--- src/rtl/uart_receiver_fifo_param.sv ---
// UART receiver: 3-sample majority voting, 5-8 data bits, parity/stop/break checks,
// feeding a first-word-fall-through RX FIFO that holds data plus per-character status.
//   state      | meaning
//   S_IDLE     | line idle, waiting for a low sample
//   S_START    | validating the start bit
//   S_DATA     | shifting in data bits LSB-first
//   S_PARITY   | checking the parity bit
//   S_STOP     | checking the stop bit and pushing the character
//   S_BRK_WAIT | break seen, waiting for the line to return high
module uart_receiver_fifo_param #(
    parameter int OVERSAMPLE = 16,
    parameter int FIFO_DEPTH = 16,
    parameter int CNT_W      = $clog2(FIFO_DEPTH) + 1
) (
    input  logic             pclk,
    input  logic             utrrst,
    input  logic             sample_tick,
    input  logic             uart_rxd,
    input  logic             loop_txd,
    input  logic             loop,
    input  logic [1:0]       wls,
    input  logic             pen,
    input  logic             eps,
    input  logic             sp,
    input  logic             rx_rd,
    output logic [7:0]       rx_data,
    output logic             rx_pe,
    output logic             rx_fe,
    output logic             rx_bi,
    output logic             rx_valid,
    output logic [CNT_W-1:0] rx_count,
    output logic             overrun,
    output logic             rx_active
);

    localparam int TC_W  = $clog2(OVERSAMPLE);
    localparam int PTR_W = $clog2(FIFO_DEPTH);
    localparam logic [TC_W-1:0] TC_S0   = TC_W'(OVERSAMPLE / 2 - 1);
    localparam logic [TC_W-1:0] TC_S1   = TC_W'(OVERSAMPLE / 2);
    localparam logic [TC_W-1:0] TC_VOTE = TC_W'(OVERSAMPLE / 2 + 1);
    localparam logic [TC_W-1:0] TC_LAST = TC_W'(OVERSAMPLE - 1);

    typedef enum logic [2:0] {
        S_IDLE, S_START, S_DATA, S_PARITY, S_STOP, S_BRK_WAIT
    } state_t;

    logic              rx_s1_q, rxq_q;
    state_t            state_q, state_d;
    logic [TC_W-1:0]   tc_q, tc_d;
    logic              smp0_q, smp0_d, smp1_q, smp1_d;
    logic [2:0]        bit_idx_q, bit_idx_d;
    logic [7:0]        data_q, data_d;
    logic              pe_q, pe_d;
    logic              par_bit_q, par_bit_d;
    logic              overrun_q, overrun_d;
    logic [PTR_W-1:0]  wr_ptr_q, wr_ptr_d, rd_ptr_q, rd_ptr_d;
    logic [CNT_W-1:0]  count_q, count_d;
    logic [10:0]       mem_q [FIFO_DEPTH];

    logic        voted, vote_tick, end_tick, last_bit, exp_par, brk;
    logic        push, full, empty, rd_en, wr_en;
    logic [10:0] push_word, head;

    assign voted     = (smp0_q & smp1_q) | (smp0_q & rxq_q) | (smp1_q & rxq_q);
    assign vote_tick = sample_tick && (tc_q == TC_VOTE);
    assign end_tick  = sample_tick && (tc_q == TC_LAST);
    assign last_bit  = (bit_idx_q == ({1'b0, wls} + 3'd4));
    assign exp_par   = sp ? ~eps : (eps ? ^data_q : ~^data_q);
    // par_bit_q stays 0 when parity is disabled, so it only vetoes a break when pen=1
    assign brk       = (data_q == 8'd0) && !par_bit_q && !voted;
    assign push_word = {data_q, pe_q, ~voted, brk};

    always_comb begin
        state_d   = state_q;
        tc_d      = tc_q;
        smp0_d    = smp0_q;
        smp1_d    = smp1_q;
        bit_idx_d = bit_idx_q;
        data_d    = data_q;
        pe_d      = pe_q;
        par_bit_d = par_bit_q;
        push      = 1'b0;
        if (sample_tick) begin
            tc_d = (tc_q == TC_LAST) ? '0 : tc_q + 1'b1;
            if (tc_q == TC_S0) smp0_d = rxq_q;
            if (tc_q == TC_S1) smp1_d = rxq_q;
        end
        case (state_q)
            S_IDLE: begin
                if (sample_tick && !rxq_q) begin
                    state_d   = S_START;
                    tc_d      = '0;
                    bit_idx_d = '0;
                    data_d    = '0;
                    pe_d      = 1'b0;
                    par_bit_d = 1'b0;
                end
            end
            S_START: begin
                if (vote_tick && voted) state_d = S_IDLE;
                else if (end_tick) begin
                    state_d   = S_DATA;
                    bit_idx_d = '0;
                end
            end
            S_DATA: begin
                if (vote_tick) data_d[bit_idx_q] = voted;
                if (end_tick) begin
                    if (last_bit) state_d = pen ? S_PARITY : S_STOP;
                    else          bit_idx_d = bit_idx_q + 3'd1;
                end
            end
            S_PARITY: begin
                if (vote_tick) begin
                    pe_d      = (voted != exp_par);
                    par_bit_d = voted;
                end
                if (end_tick) state_d = S_STOP;
            end
            S_STOP: begin
                if (vote_tick) begin
                    push    = 1'b1;
                    state_d = brk ? S_BRK_WAIT : S_IDLE;
                end
            end
            S_BRK_WAIT: begin
                if (sample_tick && rxq_q) state_d = S_IDLE;
            end
            default: state_d = S_IDLE;
        endcase
    end

    always_comb begin
        full      = (count_q == CNT_W'(FIFO_DEPTH));
        empty     = (count_q == '0);
        rd_en     = rx_rd && !empty;
        // a full FIFO still accepts a push when the same cycle frees a slot
        wr_en     = push && (!full || rd_en);
        overrun_d = push && full && !rd_en;
        count_d   = count_q + CNT_W'(wr_en) - CNT_W'(rd_en);
        wr_ptr_d  = wr_ptr_q + PTR_W'(wr_en);
        rd_ptr_d  = rd_ptr_q + PTR_W'(rd_en);
    end

    always_ff @(posedge pclk) begin
        if (utrrst) begin
            rx_s1_q   <= 1'b1;
            rxq_q     <= 1'b1;
            state_q   <= S_IDLE;
            tc_q      <= '0;
            smp0_q    <= 1'b1;
            smp1_q    <= 1'b1;
            bit_idx_q <= '0;
            data_q    <= '0;
            pe_q      <= 1'b0;
            par_bit_q <= 1'b0;
            overrun_q <= 1'b0;
            wr_ptr_q  <= '0;
            rd_ptr_q  <= '0;
            count_q   <= '0;
        end else begin
            rx_s1_q   <= loop ? loop_txd : uart_rxd;
            rxq_q     <= rx_s1_q;
            state_q   <= state_d;
            tc_q      <= tc_d;
            smp0_q    <= smp0_d;
            smp1_q    <= smp1_d;
            bit_idx_q <= bit_idx_d;
            data_q    <= data_d;
            pe_q      <= pe_d;
            par_bit_q <= par_bit_d;
            overrun_q <= overrun_d;
            wr_ptr_q  <= wr_ptr_d;
            rd_ptr_q  <= rd_ptr_d;
            count_q   <= count_d;
        end
    end

    always_ff @(posedge pclk) begin
        if (wr_en && !utrrst) mem_q[wr_ptr_q] <= push_word;
    end

    // Gating by occupancy keeps the head at 0 when empty, including after reset
    assign head      = mem_q[rd_ptr_q];
    assign rx_valid  = !empty;
    assign rx_data   = rx_valid ? head[10:3] : 8'd0;
    assign rx_pe     = rx_valid & head[2];
    assign rx_fe     = rx_valid & head[1];
    assign rx_bi     = rx_valid & head[0];
    assign rx_count  = count_q;
    assign overrun   = overrun_q;
    assign rx_active = (state_q != S_IDLE);

endmodule

--- config.mk ---
export PLATFORM = sky130hd
export DESIGN_NAME = uart_receiver_fifo_param
export DESIGN_NICKNAME = d
export VERILOG_FILES = /design/src/rtl/uart_receiver_fifo_param.sv
export SDC_FILE = /design/constraint.sdc
export NUM_CORES = 1
export LEC_CHECK = 0
export BUFFER_PORTS_ARGS = -buffer_cell sky130_fd_sc_hd__buf_2
export CAP_MARGIN = 20
export CORE_ASPECT_RATIO = 1.25
export CORE_MARGIN = 8
export CORE_UTILIZATION = 61
export CTS_BUF_LIST = sky130_fd_sc_hd__clkbuf_4 sky130_fd_sc_hd__clkbuf_8 sky130_fd_sc_hd__clkbuf_16
export CTS_CLUSTER_SIZE = 30
export DETAILED_ROUTE_END_ITERATION = 16
export PLACE_DENSITY_LB_ADDON = 0.12
export SETUP_SLACK_MARGIN = 0.05
export SKIP_CTS_REPAIR_TIMING = 1
export SYNTH_ARGS = -nofsm -noshare
export SYNTH_HDL_FRONTEND = slang
export SYNTH_SLANG_ARGS = --single-unit
--- constraint.sdc ---
create_clock -name pclk -period 4.4 [get_ports pclk]
set_clock_uncertainty 0.15 [all_clocks]
set_input_delay 0.66 -clock pclk [delete_from_list [all_inputs] [get_ports pclk]]
set_output_delay 0.66 -clock pclk [all_outputs]
set_load 0.03 [all_outputs]
# --- After elaboration in Yosys (flattened, before gate mapping) ---
# Memories as Yosys holds them, arrays and structs flattened. A register that Yosys moved wholly into a read port is not among the register bits.
# Cells that the tools add are included.
word_totals:
  mem_count: 1
  ff_bits: 38
  inputBits: 12
  mem_bits_rw: 176
  output_inout_bits: 19
classes:
  bitwise: 10
  reduce_logical: 36
  order_cmp: 2
  n_addsub: 7
  mux: 41
  eq_ne: 24
memory_table:
  columns: ["name", "words", "width", "rd", "rd_ports_with_merged_regs", "write_ports", "line", "text"]
  rows:
  - ["mem_q", 16, 11, 1, 1, 1, "58", "logic [10:0] mem_q [FIFO_DEPTH];"]
op_table:
  columns: ["op", "count"]
  rows:
  - ["3-bit 2-to-1 mux", 15]
  - ["8-bit 2-to-1 mux", 3]
  - ["2-bit inequality test, second input constant", 11]
  - ["4-bit 2-to-1 mux", 5]
  - ["3-bit one-hot mux with 6 select lines", 1]
  - ["8-bit one-hot mux with 2 select lines", 1]
  - ["1-bit logical AND", 13]
  - ["4-bit equality test, second input constant", 3]
  - ["1-bit 2-to-1 mux", 11]
  - ["3-bit one-hot mux with 3 select lines", 1]
  - ["4-bit by 1-bit adder with 4-bit output", 2]
  - ["8-bit bitwise mux", 1]
  - ["8-bit logical NOT", 1]
  - ["8-bit XNOR reduction", 1]
  - ["8-bit parity", 1]
  - ["1-bit logical NOT", 7]
  - ["7-bit AND reduction", 1]
  - ["1-bit AND", 6]
  - ["3-bit by 2-bit equality test with 1-bit output, second input constant", 2]
  - ["3-bit equality test, second input constant", 2]
  - ["3-bit AND reduction", 2]
  - ["6-bit AND reduction", 1]
  - ["3-bit nonzero test", 2]
  - ["5-bit by 1-bit adder with 5-bit output", 1]
  - ["21 further kinds", 26]

# --- Logic depth before layout (Yosys ltp) ---
depth:
  ltp_word: 8
  mapped_depth: 16
  ltp_nobuf: 15

# --- Worst setup path after synthesis ---
# OpenSTA, ideal clock, no wires.
synth_path:
  kind: "register to register"
  from: "register count_q[3] (netlist: rx_count[3])"
  to: "register count_q[4] (netlist: rx_count[4])"
  path_stages_with_launch: 17
  synth_period_minus_slack_ns: 3.304
  required_ns: 4.180
  setup_slack_ns: 1.096
  n_path_buf: 1
  setup_ns: 0.070
  arrival_time_ns: 3.083
  cell_sequence: "dfxtp_1 > inv_1 > ha_1 > or3b_2 > nor2_1 > clkbuf_1 > nor2b_1 > ha_1 > inv_1 > ha_1 > inv_1 > fa_1 > inv_1 > a21oi_1 > nor2_1 > or3_1 > a21oi_1"
synth_via:
  elab_chain_len: 7
synth_rtl:
  columns: ["element", "line", "text"]
  rows:
  - ["start: declaration", "57", "logic [CNT_W-1:0] count_q, count_d;"]
  - ["start signal: assignment", "175", "count_q <= count_d;"]
  - ["5-bit logical NOT", "135", "empty = (count_q == '0);"]
  - ["1-bit logical NOT", "136", "rd_en = rx_rd && !empty;"]
  - ["1-bit logical AND", "136", null]
  - ["1-bit logical OR", "138", "wr_en = push && (!full || rd_en);"]
  - ["1-bit logical AND", "138", null]
  - ["5-bit by 1-bit adder with 5-bit output", "140", "count_d = count_q + CNT_W'(wr_en) - CNT_W'(rd_en);"]
  - ["5-bit by 1-bit subtractor with 5-bit output (*)", "140", null]
# Every way passes the cells marked *; elsewhere a longest branch is shown, timed or not.
# A chain may end at the register's enable or synchronous reset.

==> out/results.md <==
| Item | Value | Unit |
|:---|:---|:---|
| Status | finished clean | - |
| Routability congestion estimate from global placement | 0.858 | - |
| Sink Count | 214 | - |
| CP startpoint kind | flip-flop | - |
| Synth Area per Inst | 16.6 | um2 |
| Highest fanout seen on the critical path | 13 | - |
| Highest-count cells in the layout ignoring fill and taps | edfxtp_1 (176), mux4_2 (55), dfxtp_1 (36), nor2_1 (32), buf_2 (30) | - |
| Worst-margin pin slew | 1.07 | ns |
| Synth-to-layout area growth | 12.0 | % |
| Global routing usage summed across all routing layers | 20.2 | % |
| Total Negative Setup Slacks | 0 | ns |
| Cell chosen for the clock root | clkbuf_16 | - |
| Average wire per standard cell | 24.2 | um |
| Maximum number of buffers from clock root to sink | 3 | - |
| EDFF count, synth | 176 | - |
| Clock-pin slew reported for the worst setup and hold paths after clock tree synthesis | 0.06 | ns |
| Cell area power density | 507 | nW/um2 |
| Standard cell core area | 14300 | um2 |
| Antenna diode instance count | 0 | - |
| Number of buffers inserted by port buffering | 30 | - |
| Setup CP Type | flip-flop to output pin | - |
| Worst relative slew slack | 28.0 | % |
| Post-synthesis net count | 569 | - |
| Total gr overflow | 0 | - |
| Setup repair after global routing missed its margin | no | - |
| Netlist Area Pre-Place | 8930 | um2 |
| Total area of multi-input combinational cells | 2660 | um2 |
| Effective utilization at floorplan | 62.3 | % |
| Max-slew violation count | 0 | - |
| Via count of the first global-routing pass | 5003 | - |
| Post-detailed-route count of antenna-violating nets | 0 | - |
| Critical path endpoint category | output pin | - |
| Number of CTS-inserted buffers | 20 | - |
| Maximum number of pins on one net before global-route repair | 38 | - |
| Reported max-cap violation count | 0 | - |
| Placed wire-length estimate after detailed placement | 11.9 | mm |
| Wire length after detailed routing | 18.6 | mm |
| First-pass iteration count of the detailed router | 4 | - |
| Number of fill cells | 944 | - |
| Final hold viol count | 0 | - |
| Violation count after the first detailed-route iteration | 458 | - |
| Worst voltage drop across the vdd grid | 0.504 | mV |
| Antenna violations before repair | 1 | - |
| Most common cell after layout, fill and taps aside | edfxtp_1 | - |
| Source-to-sink clock delay at the later pin of the worst-skew pair | 0.49 | ns |
| Async set or reset register ratio after synthesis | 0 | % |
| Tmin final | 3.69 | ns |
| Level count of the clock H-tree | 1 | - |
| Total Nets Final | 607 | - |
| Top_reg_cell synth | edfxtp_1 | - |
| Count of cell types in the netlist | 50 | - |
| Seq/Total Area, Yosys | 67.7 | % |
| Via count | 4854 | - |
| Share of layout cells above drive strength 1 | 23.9 | % |
| First-pass GRT wire length | 29.1 | mm |
| Total setup violations reported at the end of the flow | 0 | - |
| Synthesized netlist cell count | 538 | - |
| Cell Rows | 49 | - |
| Die area | 18800 | um2 |
| Fmax | 0.271 | GHz |
| Final-layout worst hold slack | 0.243 | ns |
| Data required time of the critical path | 3.59 | ns |
| Leakage power figure | 3.47 | nW |
| Synthesized flop and latch total | 214 | - |
| Count of pins on the block boundary | 31 | - |
| Die height | 151 | um |
| Post-detailed-route DRC marker count | 0 | - |
| CTS tree | yes | - |
| Tcrit/Tclk final | 84.0 | % |
| Sequential cell area in the final layout | 6050 | um2 |
| Yosys warns | 0 | - |
| Critical path arrival | 2.88 | ns |
| Die boundary width | 124 | um |
| Avg Vias per Cell | 6.32 | - |
| Hold Path Class | primary input to flip-flop | - |
## path summary, 6_finish.rpt
path / from / end / slack (ns) / cells after the start
worst min register to register: rx_s1_q / rxq_q / 0.27 / 1
worst max register to register: rx_count[3] / rx_count[4] / 1.24 / 16
worst max-delay path: rd_ptr_q[0] / rx_data[2] / 0.71 / 5
worst min-delay path: uart_rxd / rx_s1_q / 0.24 / 3
## stage by stage
step                total power [W]  utilization (%)  cells  instance area [um2]  setup WS [ns]
finish                      0.00507             69.7    768                10000          0.705
global route                0.00527             69.7    768                10000          0.556
CTS                         0.00511             69.6    765                 9980          0.655
detailed placement          0.00334             64.7    729                 9290           1.03
global placement            0.00332             64.7    729                 9290           1.11
floorplan                   0.00309                -    538                 8930           1.10
## cell type report
cell class	instances	area share, %
flip-flops and latches	214	60.4
multi-input cells	270	26.5
clock buffers	25	5.85
repair buffers	45	2.91
well taps	178	2.23
clock inverters	11	1.09
inverters	25	0.938
## where the power goes
group / total, W / internal (W) / leakage (nW) / switching, W
registers: 0.00229 / 0.00220 / 2.05 / 0.0000870
logic: 0.000999 / 0.000437 / 1.07 / 0.000562
clock network: 0.00179 / 0.00107 / 0.348 / 0.000722
## metal layers
metal  track usage [%]  wire length, um  vias up
met1              25.1             7460     2479
met4              8.69              669        2
met5                 0               13        -
met2              34.8             9390      174
met3              2.87             1060       40
li1                  -                -     2159
## state kept, by name, summed over array words and instances (netlist names)
signal     cells
mem_q        176
data_q         8
rx_count       5
rd_ptr_q       4
tc_q           4
wr_ptr_q       4
bit_idx_q      3
state_q        3
overrun        1
par_bit_q      1
pe_q           1
rx_s1_q        1
rxq_q          1
smp0_q         1
smp1_q         1
## synth_stat cells (2+ instances only)
cell type  count  area share [%]
a21boi_0       2            0.17
a21o_1         2            0.17
a21oi_1       25             1.4
a31oi_1        5            0.35
and3_1         2            0.14
buf_1          2           0.084
buf_2          6            0.34
buf_4          4            0.34
clkbuf_1      16            0.67
dfxtp_1       38             8.5
edfxtp_1     176              59
ha_1          18             2.5
inv_1         25             1.1
mux2i_1        6            0.67
mux4_2        55              14
nand2_1       13            0.55
nand2b_1       7            0.49
nand3_1        8            0.45
nand3b_1       3            0.25
nand4_1        5            0.35
nand4b_1       3            0.29
nor2_1        32             1.3
nor2b_1       20             1.4
nor3_1         7            0.39
nor4_1         3            0.21
o21ai_0       15            0.84
or3_1          4            0.28
xnor2_1       10            0.98
xor2_1         5            0.49
## critical path, stage by stage, from the launching register on
cell     delay, ns
dfxtp_2       0.63
buf_4         0.36
mux4_2        0.57
mux4_2        0.50
nor2b_1       0.15
buf_2         0.18
## logic make-up (layout without fill, tap and decap cells)
family / after synthesis / after routing / share of synthesized area (%)
buffers and inverters: 54 / 106 / 2.61
XOR/XNOR: 15 / 15 / 1.47
multiplexers: 61 / 61 / 14.5
AND/OR/NAND/NOR: 116 / 116 / 7.02
adder cells (fa/ha/maj): 20 / 20 / 2.86
flip-flops: 214 / 214 / 67.7
AO/OA/AOI/OAI: 58 / 58 / 3.84
(Power assumes the default switching activity.)
